**config.mk**
```make
export PLATFORM = sky130hd
export DESIGN_NAME = soc_bus_arbiter
export DESIGN_NICKNAME = d
export VERILOG_FILES = /design/src/rtl/soc_bus_arbiter.sv
export SDC_FILE = /design/constraint.sdc
export NUM_CORES = 1
export LEC_CHECK = 0
export CORE_AREA = 4 4 270 272
export CTS_BUF_LIST = sky130_fd_sc_hd__clkbuf_2
export DETAILED_ROUTE_END_ITERATION = 16
export DIE_AREA = 0 0 274 276
export PLACE_DENSITY_LB_ADDON = 0.2
export REMOVE_ABC_BUFFERS = 1
export SKIP_CTS_REPAIR_TIMING = 1
export SYNTH_ARGS = -nofsm -noshare
export SYNTH_HDL_FRONTEND = slang
export SYNTH_SLANG_ARGS = --single-unit
```
**constraint.sdc**
```tcl
create_clock -name clk -period 15.2 [get_ports clk]
set_input_delay 2.28 -clock clk [delete_from_list [all_inputs] [get_ports clk]]
set_output_delay 2.28 -clock clk [all_outputs]
set_load 0.01 [all_outputs]
```
**src/rtl/soc_bus_arbiter.sv**
```systemverilog
// soc_bus_arbiter: round-robin multi-master to decoded-slave bus arbiter, one transaction in flight.
// Define SOC_BUS_TIMEOUT_EN to bound how long a granted request may wait on its slave.

module soc_bus_addr_match #(
    parameter int               XLEN = 32,
    parameter logic [XLEN-1:0]  BASE = '0,
    parameter logic [XLEN-1:0]  MASK = '0
) (
    input  logic [XLEN-1:0] addr,
    output logic            hit
);
    assign hit = (addr & MASK) == BASE;
endmodule

module soc_bus_arbiter #(
    parameter int                          XLEN           = 32,
    parameter int                          NUM_MASTERS    = 2,
    parameter int                          NUM_SLAVES     = 5,
    parameter logic [NUM_SLAVES*XLEN-1:0]  SLAVE_BASE     = {32'h0000_0000, 32'h0C00_0000, 32'h8000_0000,
                                                             32'h1000_0000, 32'h0200_0000},
    parameter logic [NUM_SLAVES*XLEN-1:0]  SLAVE_MASK     = {32'hFFFF_C000, 32'hFF00_0000, 32'hFFFF_C000,
                                                             32'hFFFF_FFF8, 32'hFFFF_0000},
    parameter logic [7:0]                  TIMEOUT_CYCLES = 8'd255
) (
    input  logic                        clk,
    input  logic                        reset,
    input  logic [NUM_MASTERS-1:0]      master_req_valid,
    input  logic [NUM_MASTERS*XLEN-1:0] master_req_addr,
    input  logic [NUM_MASTERS*64-1:0]   master_req_wdata,
    input  logic [NUM_MASTERS-1:0]      master_req_we,
    input  logic [NUM_MASTERS*3-1:0]    master_req_size,
    output logic [NUM_MASTERS-1:0]      master_req_ready,
    output logic [NUM_MASTERS-1:0]      master_req_err,
    output logic [63:0]                 master_req_rdata,
    output logic [NUM_SLAVES-1:0]       slave_req_valid,
    output logic [XLEN-1:0]             slave_req_addr,
    output logic [63:0]                 slave_req_wdata,
    output logic                        slave_req_we,
    output logic [2:0]                  slave_req_size,
    input  logic [NUM_SLAVES-1:0]       slave_req_ready,
    input  logic [NUM_SLAVES*64-1:0]    slave_req_rdata,
    output logic [2:0]                  grant_id
);

    typedef enum logic [1:0] {IDLE, ACTIVE, RESP} state_t;

    typedef struct packed {
        logic [XLEN-1:0] addr;
        logic [63:0]     wdata;
        logic            we;
        logic [2:0]      size;
    } req_t;

    state_t                 state_q, state_d;
    req_t                   req_q, pick_req;
    logic [2:0]             rr_ptr_q, grant_q, sel_q, pick, rr_nxt, dec_sel;
    logic                   any_valid, dec_hit, err_q, sel_rdy, tmo_hit;
    logic [63:0]            rdata_q, sel_rdata;
    logic [NUM_SLAVES-1:0]  slave_hit;

    // Round-robin: offset k=0 from rr_ptr has top priority, so it is evaluated last.
    always_comb begin
        any_valid = 1'b0;
        pick      = '0;
        for (int k = NUM_MASTERS - 1; k >= 0; k--) begin
            for (int i = 0; i < NUM_MASTERS; i++) begin
                if (master_req_valid[i] && ((int'(rr_ptr_q) + k) % NUM_MASTERS) == i) begin
                    any_valid = 1'b1;
                    pick      = 3'(i);
                end
            end
        end
    end

    assign rr_nxt = (int'(pick) == NUM_MASTERS - 1) ? 3'd0 : pick + 3'd1;

    always_comb begin
        pick_req = '0;
        for (int i = 0; i < NUM_MASTERS; i++) begin
            if (pick == 3'(i)) begin
                pick_req.addr  = master_req_addr[i*XLEN +: XLEN];
                pick_req.wdata = master_req_wdata[i*64 +: 64];
                pick_req.we    = master_req_we[i];
                pick_req.size  = master_req_size[i*3 +: 3];
            end
        end
    end

    for (genvar s = 0; s < NUM_SLAVES; s++) begin : g_dec
        soc_bus_addr_match #(
            .XLEN (XLEN),
            .BASE (SLAVE_BASE[s*XLEN +: XLEN]),
            .MASK (SLAVE_MASK[s*XLEN +: XLEN])
        ) u_match (
            .addr (pick_req.addr),
            .hit  (slave_hit[s])
        );
    end

    // Overlapping windows resolve to the lowest slave index.
    always_comb begin
        dec_hit = |slave_hit;
        dec_sel = '0;
        for (int s = NUM_SLAVES - 1; s >= 0; s--) begin
            if (slave_hit[s]) dec_sel = 3'(s);
        end
    end

    always_comb begin
        sel_rdy   = 1'b0;
        sel_rdata = '0;
        for (int s = 0; s < NUM_SLAVES; s++) begin
            if (sel_q == 3'(s)) begin
                sel_rdy   = slave_req_ready[s];
                sel_rdata = slave_req_rdata[s*64 +: 64];
            end
        end
    end

`ifdef SOC_BUS_TIMEOUT_EN
    logic [7:0] tmo_cnt_q;

    always_ff @(posedge clk or posedge reset) begin
        if (reset)                               tmo_cnt_q <= '0;
        else if (state_q == ACTIVE && !sel_rdy)  tmo_cnt_q <= tmo_cnt_q + 8'd1;
        else                                     tmo_cnt_q <= '0;
    end

    assign tmo_hit = (state_q == ACTIVE) && !sel_rdy && (tmo_cnt_q == TIMEOUT_CYCLES - 8'd1);
`else
    logic unused_timeout;
    assign unused_timeout = ^TIMEOUT_CYCLES;
    assign tmo_hit        = 1'b0;
`endif

    always_ff @(posedge clk or posedge reset) begin
        if (reset) state_q <= IDLE;
        else       state_q <= state_d;
    end

    always_comb begin
        state_d          = state_q;
        slave_req_valid  = '0;
        master_req_ready = '0;
        master_req_err   = '0;
        master_req_rdata = '0;
        case (state_q)
            IDLE:    if (any_valid) state_d = dec_hit ? ACTIVE : RESP;
            ACTIVE: begin
                for (int s = 0; s < NUM_SLAVES; s++) slave_req_valid[s] = (sel_q == 3'(s));
                if (sel_rdy || tmo_hit) state_d = RESP;
            end
            RESP: begin
                for (int i = 0; i < NUM_MASTERS; i++) begin
                    master_req_ready[i] = (grant_q == 3'(i));
                    master_req_err[i]   = (grant_q == 3'(i)) && err_q;
                end
                master_req_rdata = rdata_q;
                state_d          = IDLE;
            end
            default: state_d = IDLE;
        endcase
    end

    always_ff @(posedge clk or posedge reset) begin
        if (reset) begin
            req_q    <= '0;
            grant_q  <= '0;
            rr_ptr_q <= '0;
            sel_q    <= '0;
            err_q    <= 1'b0;
            rdata_q  <= '0;
        end else begin
            case (state_q)
                IDLE: if (any_valid) begin
                    req_q    <= pick_req;
                    grant_q  <= pick;
                    rr_ptr_q <= rr_nxt;
                    sel_q    <= dec_sel;
                    err_q    <= !dec_hit;
                    rdata_q  <= '0;
                end
                ACTIVE: if (sel_rdy) begin
                    rdata_q <= sel_rdata;
                    err_q   <= 1'b0;
                end else if (tmo_hit) begin
                    rdata_q <= '0;
                    err_q   <= 1'b1;
                end
                default: ;
            endcase
        end
    end

    assign slave_req_addr  = req_q.addr;
    assign slave_req_wdata = req_q.wdata;
    assign slave_req_we    = req_q.we;
    assign slave_req_size  = req_q.size;
    assign grant_id        = grant_q;

endmodule

```
After elaboration in Yosys (flattened, before gate mapping)
Cells that the tools add are included.
Operators by class
  add/sub/neg operators: 2
  equality and inequality tests: 16
  multiplexer cells: 39
  bitwise operators: 1
  reduce and logical (&&, ||, !) cells: 19
Operators with widths (number)
  64-bit 2-to-1 mux: 8
  100-bit 2-to-1 mux: 2
  64-bit case mux with 2 select lines: 1
  32-bit logical NOT: 3
  29-bit by 26-bit == test with 1-bit output, second input constant: 1
  18-bit == test, second input constant: 1
  16-bit by 10-bit == test with 1-bit output, second input constant: 1
  1-bit 2-to-1 mux: 15
  3-bit 2-to-1 mux: 5
  2-bit 2-to-1 mux: 5
  3-bit by 1-bit == test with 1-bit output, second input constant: 3
  3-bit by 2-bit == test with 1-bit output, second input constant: 3
  3-bit logical NOT: 3
  8-bit by 4-bit == test with 1-bit output, second input constant: 1
  1-bit logical AND: 6
  5-bit 2-to-1 mux: 1
  5-bit OR reduction: 1
  2-bit == test, second input constant: 2
  2-bit inequality test, second input constant: 2
  2-bit case mux with 2 select lines: 1
  2-bit AND reduction: 2
  3-bit == test, second input constant: 1
  3-bit AND reduction: 1
  1-bit adder, second input constant: 2
  6 further kinds: 6
Storage, ports and cells
  register bits after elaboration: 174
  input port bits: 529
  output and inout bits: 176
  logic and storage cells: 87

Depth between registers and ports, before layout
  depth in word-level cells: 16
  mapped depth: 8

Cells and area by module
Synthesis repeated with hierarchy kept, for this count alone.
Unflattened totals
  cell total of the unflattened synthesis: 1065
  area total of the unflattened synthesis: 9952.0 um^2
Modules (own cells, without submodules)
  soc_bus_arbiter: times used 1, cells each 1033, area an instance 9723.1 um^2, seq. area each 4304.1 um^2
  soc_bus_addr_match (g_dec[1].u_match): times used 1, cells each 11, area an instance 77.6 um^2, seq. area each 0.0 um^2
  soc_bus_addr_match (g_dec[2].u_match): times used 1, cells each 7, area an instance 47.5 um^2, seq. area each 0.0 um^2
  soc_bus_addr_match (g_dec[4].u_match): times used 1, cells each 6, area an instance 43.8 um^2, seq. area each 0.0 um^2
  soc_bus_addr_match (g_dec[0].u_match): times used 1, cells each 5, area an instance 36.3 um^2, seq. area each 0.0 um^2
  soc_bus_addr_match (g_dec[3].u_match): times used 1, cells each 3, area an instance 23.8 um^2, seq. area each 0.0 um^2

Least setup slack after synthesis
OpenSTA, ideal clock, no wires.
  path kind: register to output
  start point: reg sel_q[2]
  end point: out slave_req_valid[4]
  arrival time: 1.479 ns
  data required time: 12.920 ns
  setup slack: 11.441 ns
  stages on the path, launching flop included: 6
  cell sequence: dfrtp_1 clkbuf_1 inv_1 clkbuf_1 clkbuf_1 nor4_1
On the way
  longest elaborated chain between the ends: 2
Ends and longest elaborated chain
  start: declaration: line 56  | logic [2:0] rr_ptr_q, grant_q, sel_q, pick, rr_nxt, dec_sel;
  start signal: assignment: line 179  | sel_q <= dec_sel;
  3-bit == test: line 150  | for (int s = 0; s < NUM_SLAVES; s++) slave_req_valid[s] = (sel_q == 3'(s));
  5-bit 2-to-1 mux: line 147  | case (state_q)
  end: declaration: line 35  | output logic [NUM_SLAVES-1:0] slave_req_valid,
No other way between the ends.

Worst setup path after layout
  start point: reg sel_q[1]
  end point: out slave_req_valid[2]
On the way
  longest elaborated chain between the ends: 2
Ends and longest elaborated chain (line)
  3-bit by 2-bit == test with 1-bit output: 150
  5-bit 2-to-1 mux: 147
No other way between the ends.

==> results.toml <==
[status]
status = "finished clean"

[drt]
drt-pass1-iter-count = 5
dr.first_iter.drc_count = 518
vias_per_cell = 4.11
wl_per_cell_um = 22.2
drcViolationCount = 0
wirelength_um = 60100
vias = 11100
ant_nets = 0

[clock_network]
clk_pin_slew_ns = 0.31
h-tree-depth = 4
root_buffer = "clkbuf_2"
clk_latency_ns = 1.03
cts_buffers = 17
clock_sinks = 172
cts_tree = "built"
clock_path_buffers = 2

[global_routing]
antenna_found_initial = 25
grt_pass1_vias = 11400
grt_first_pass_wirelength_um = 83600
grt.total_usage = 0.152
gr-total-overflow = 0
grt_max_degree = 102

[die]
coreArea_mm2 = 0.0708
initial_core_util = 0.141
die-area_mm2 = 0.0756
rows = 98
io_pins = 705
fp.dieW_um = 274
die_h_um = 276

[placed_design]
globalplace.congestion = 0.821
port_buffers = 702
place_ws_ns = 9.51
placedInstanceArea_mm2 = 0.0179
place_hpwl_um = 47200

[setup_path]
required_ns = 12.92
cpMaxStageDelayCell = "buf_4"
crit_type = "reg2out"
arrival_ns = 3.59
cp_max_fo = 66
worst_setup_path_start_kind = "register"
endpoint_kind = "output port"
max_stage_delay_ns = 0.73
crit_chain = "buf_4 -> inv_1 -> nor4_1 -> clkdlybuf4s50_1"

[synth]
syn_area_mm2 = 0.00995
yosys.cell_count.top_type = "nand2_1"
synth-compound-area-share = 0.163
ys.flop_type = "dfrtp_1"
yosysTopAreaCellShare = 0.433
synth.area.mux_share = 0.146
yosysTopAreaCell = "dfrtp_1"
yosys.area_share.simple = 0.217
yosys.area_share.xor_xnor = 0
postSynthCellCount = 1095
synth_top_family_by_area = "simple AND/OR/NAND/NOR gates"
ys_warn_count = 0
synth-adder-area-share = 0
synth_edf_count = 0
ys_top_cells_by_area = "dfrtp_1, mux4_2, nand2_1"
async_flop_share = 1.00
synth-seq-cells = 172
yosysSeqAreaShare = 0.433
synthTopCellsByCount = "nand2_1, dfrtp_1, nor2_1"
ys_types = 46
syn_avg_cell_area_um2 = 9.09

[sta]
final.min_clock_period_ns = 5.87
tightest_slew_ns = 1.10
finalSetupTns_ns = 0
max_freq_mhz = 170
rsz0062_at_grt = "no"
period_share = 0.386
hold_slack_ns = 0.513
fin_worst_skew_ns = 0.0625
hold_viol_final = 0
final-setup-viol-count = 0
final-max-slew-violation-count = 0
setup_slack_ns = 9.33
slew_headroom = 0.268

[power]
powerDensity_mw_per_mm2 = 81.1
ir_drop_uv = 42.2
cellLeakagePower_nw = 7.01

[flow_run]
drv_cap = 0

[layout]
area_growth_pct = 83.3
finalNetCount = 2261
final_area_mm2 = 0.0182
drive_gt1_frac = 0.0722
final_core_util = 0.258

[min_path]
hp-class = "reg2reg"
sequential cells by signal, summed over array words and instances (netlist names):
name             cells
rdata_q             64
slave_req_wdata     64
slave_req_addr      32
sel_q                3
slave_req_size       3
state_q              2
err_q                1
grant_id             1
rr_ptr_q             1
slave_req_we         1
worst max-delay path: cells and delay by family, from the launching register on:
kind	cells	cell delay (ns)
buf+inv	3	1.63
flops	1	0.62
simple gates	1	0.34
kinds of logic (layout without fill, tap and decap cells):
group	Yosys count	count (layout)
mux	66	66
compound gates	256	256
other cells	1	12
buf+inv	105	754
simple gates	495	495
flops	172	172
metal layers:
layer,global-route usage,wire [µm]
met1,0.167,22700
met2,0.264,30300
met3,0.0614,6030
met4,0.0532,1070
met5,0,71
area by class of cell:
type	instances	area, µm²
clock buffer	17	85.1
multi-input combinational	819	5280
antenna	10	25.0
fill	7627	52500
inverter	5	26.3
timing repair buffer	717	7140
clock inverter	15	178
sequential	172	4310
tap	950	1190
cell usage in the layout (no fill, tap or decap), types with 4 or more instances in the layout:
| cell type | netlist | final |
|---|---|---|
| o21ai_0 | 69 | 69 |
| and3_1 | 5 | 5 |
| clkbuf_2 | 1 | 17 |
| buf_4 | 2 | 15 |
| clkinv_8 | 0 | 6 |
| mux4_2 | 63 | 63 |
| nand2_1 | 270 | 269 |
| a22oi_1 | 63 | 63 |
| dfrtp_1 | 172 | 170 |
| and2_1 | 66 | 66 |
| nor3_1 | 6 | 6 |
| or3_1 | 4 | 4 |
| nor2_1 | 113 | 112 |
| a31oi_1 | 105 | 105 |
| a21oi_1 | 4 | 4 |
| nor4_1 | 10 | 10 |
| clkdlybuf4s50_1 | 0 | 702 |
| diode_2 | 0 | 10 |
final timing paths:
check | end | slack, ns | startpoint | cells past startpoint
max reg2reg | rdata_q[50] | 11.91 | sel_q[1] | 7
max in group asynchronous | sel_q[0] | 12.21 | reset | 3
max | slave_req_valid[2] | 9.33 | sel_q[1] | 4
min in group asynchronous | slave_req_wdata[10] | 1.58 | reset | 2
min | rdata_q[34] | 0.51 | rdata_q[34] | 2
min reg2reg | rdata_q[34] | 0.51 | rdata_q[34] | 2
metrics by stage:
stage,std cells,power (mW)
2_1_floorplan,996,0.850
3_3_place_gp,2663,1.22
3_5_place_dp,2663,1.22
4_1_cts,2695,1.53
5_1_grt,2704,1.58
6_report,2705,1.48
power by group:
part,switching (mW),internal [mW]
logic,0.268,0.353
registers,0.0525,0.522
clock network,0.227,0.0571
Note: power is estimated with default switching activity, not from simulation.
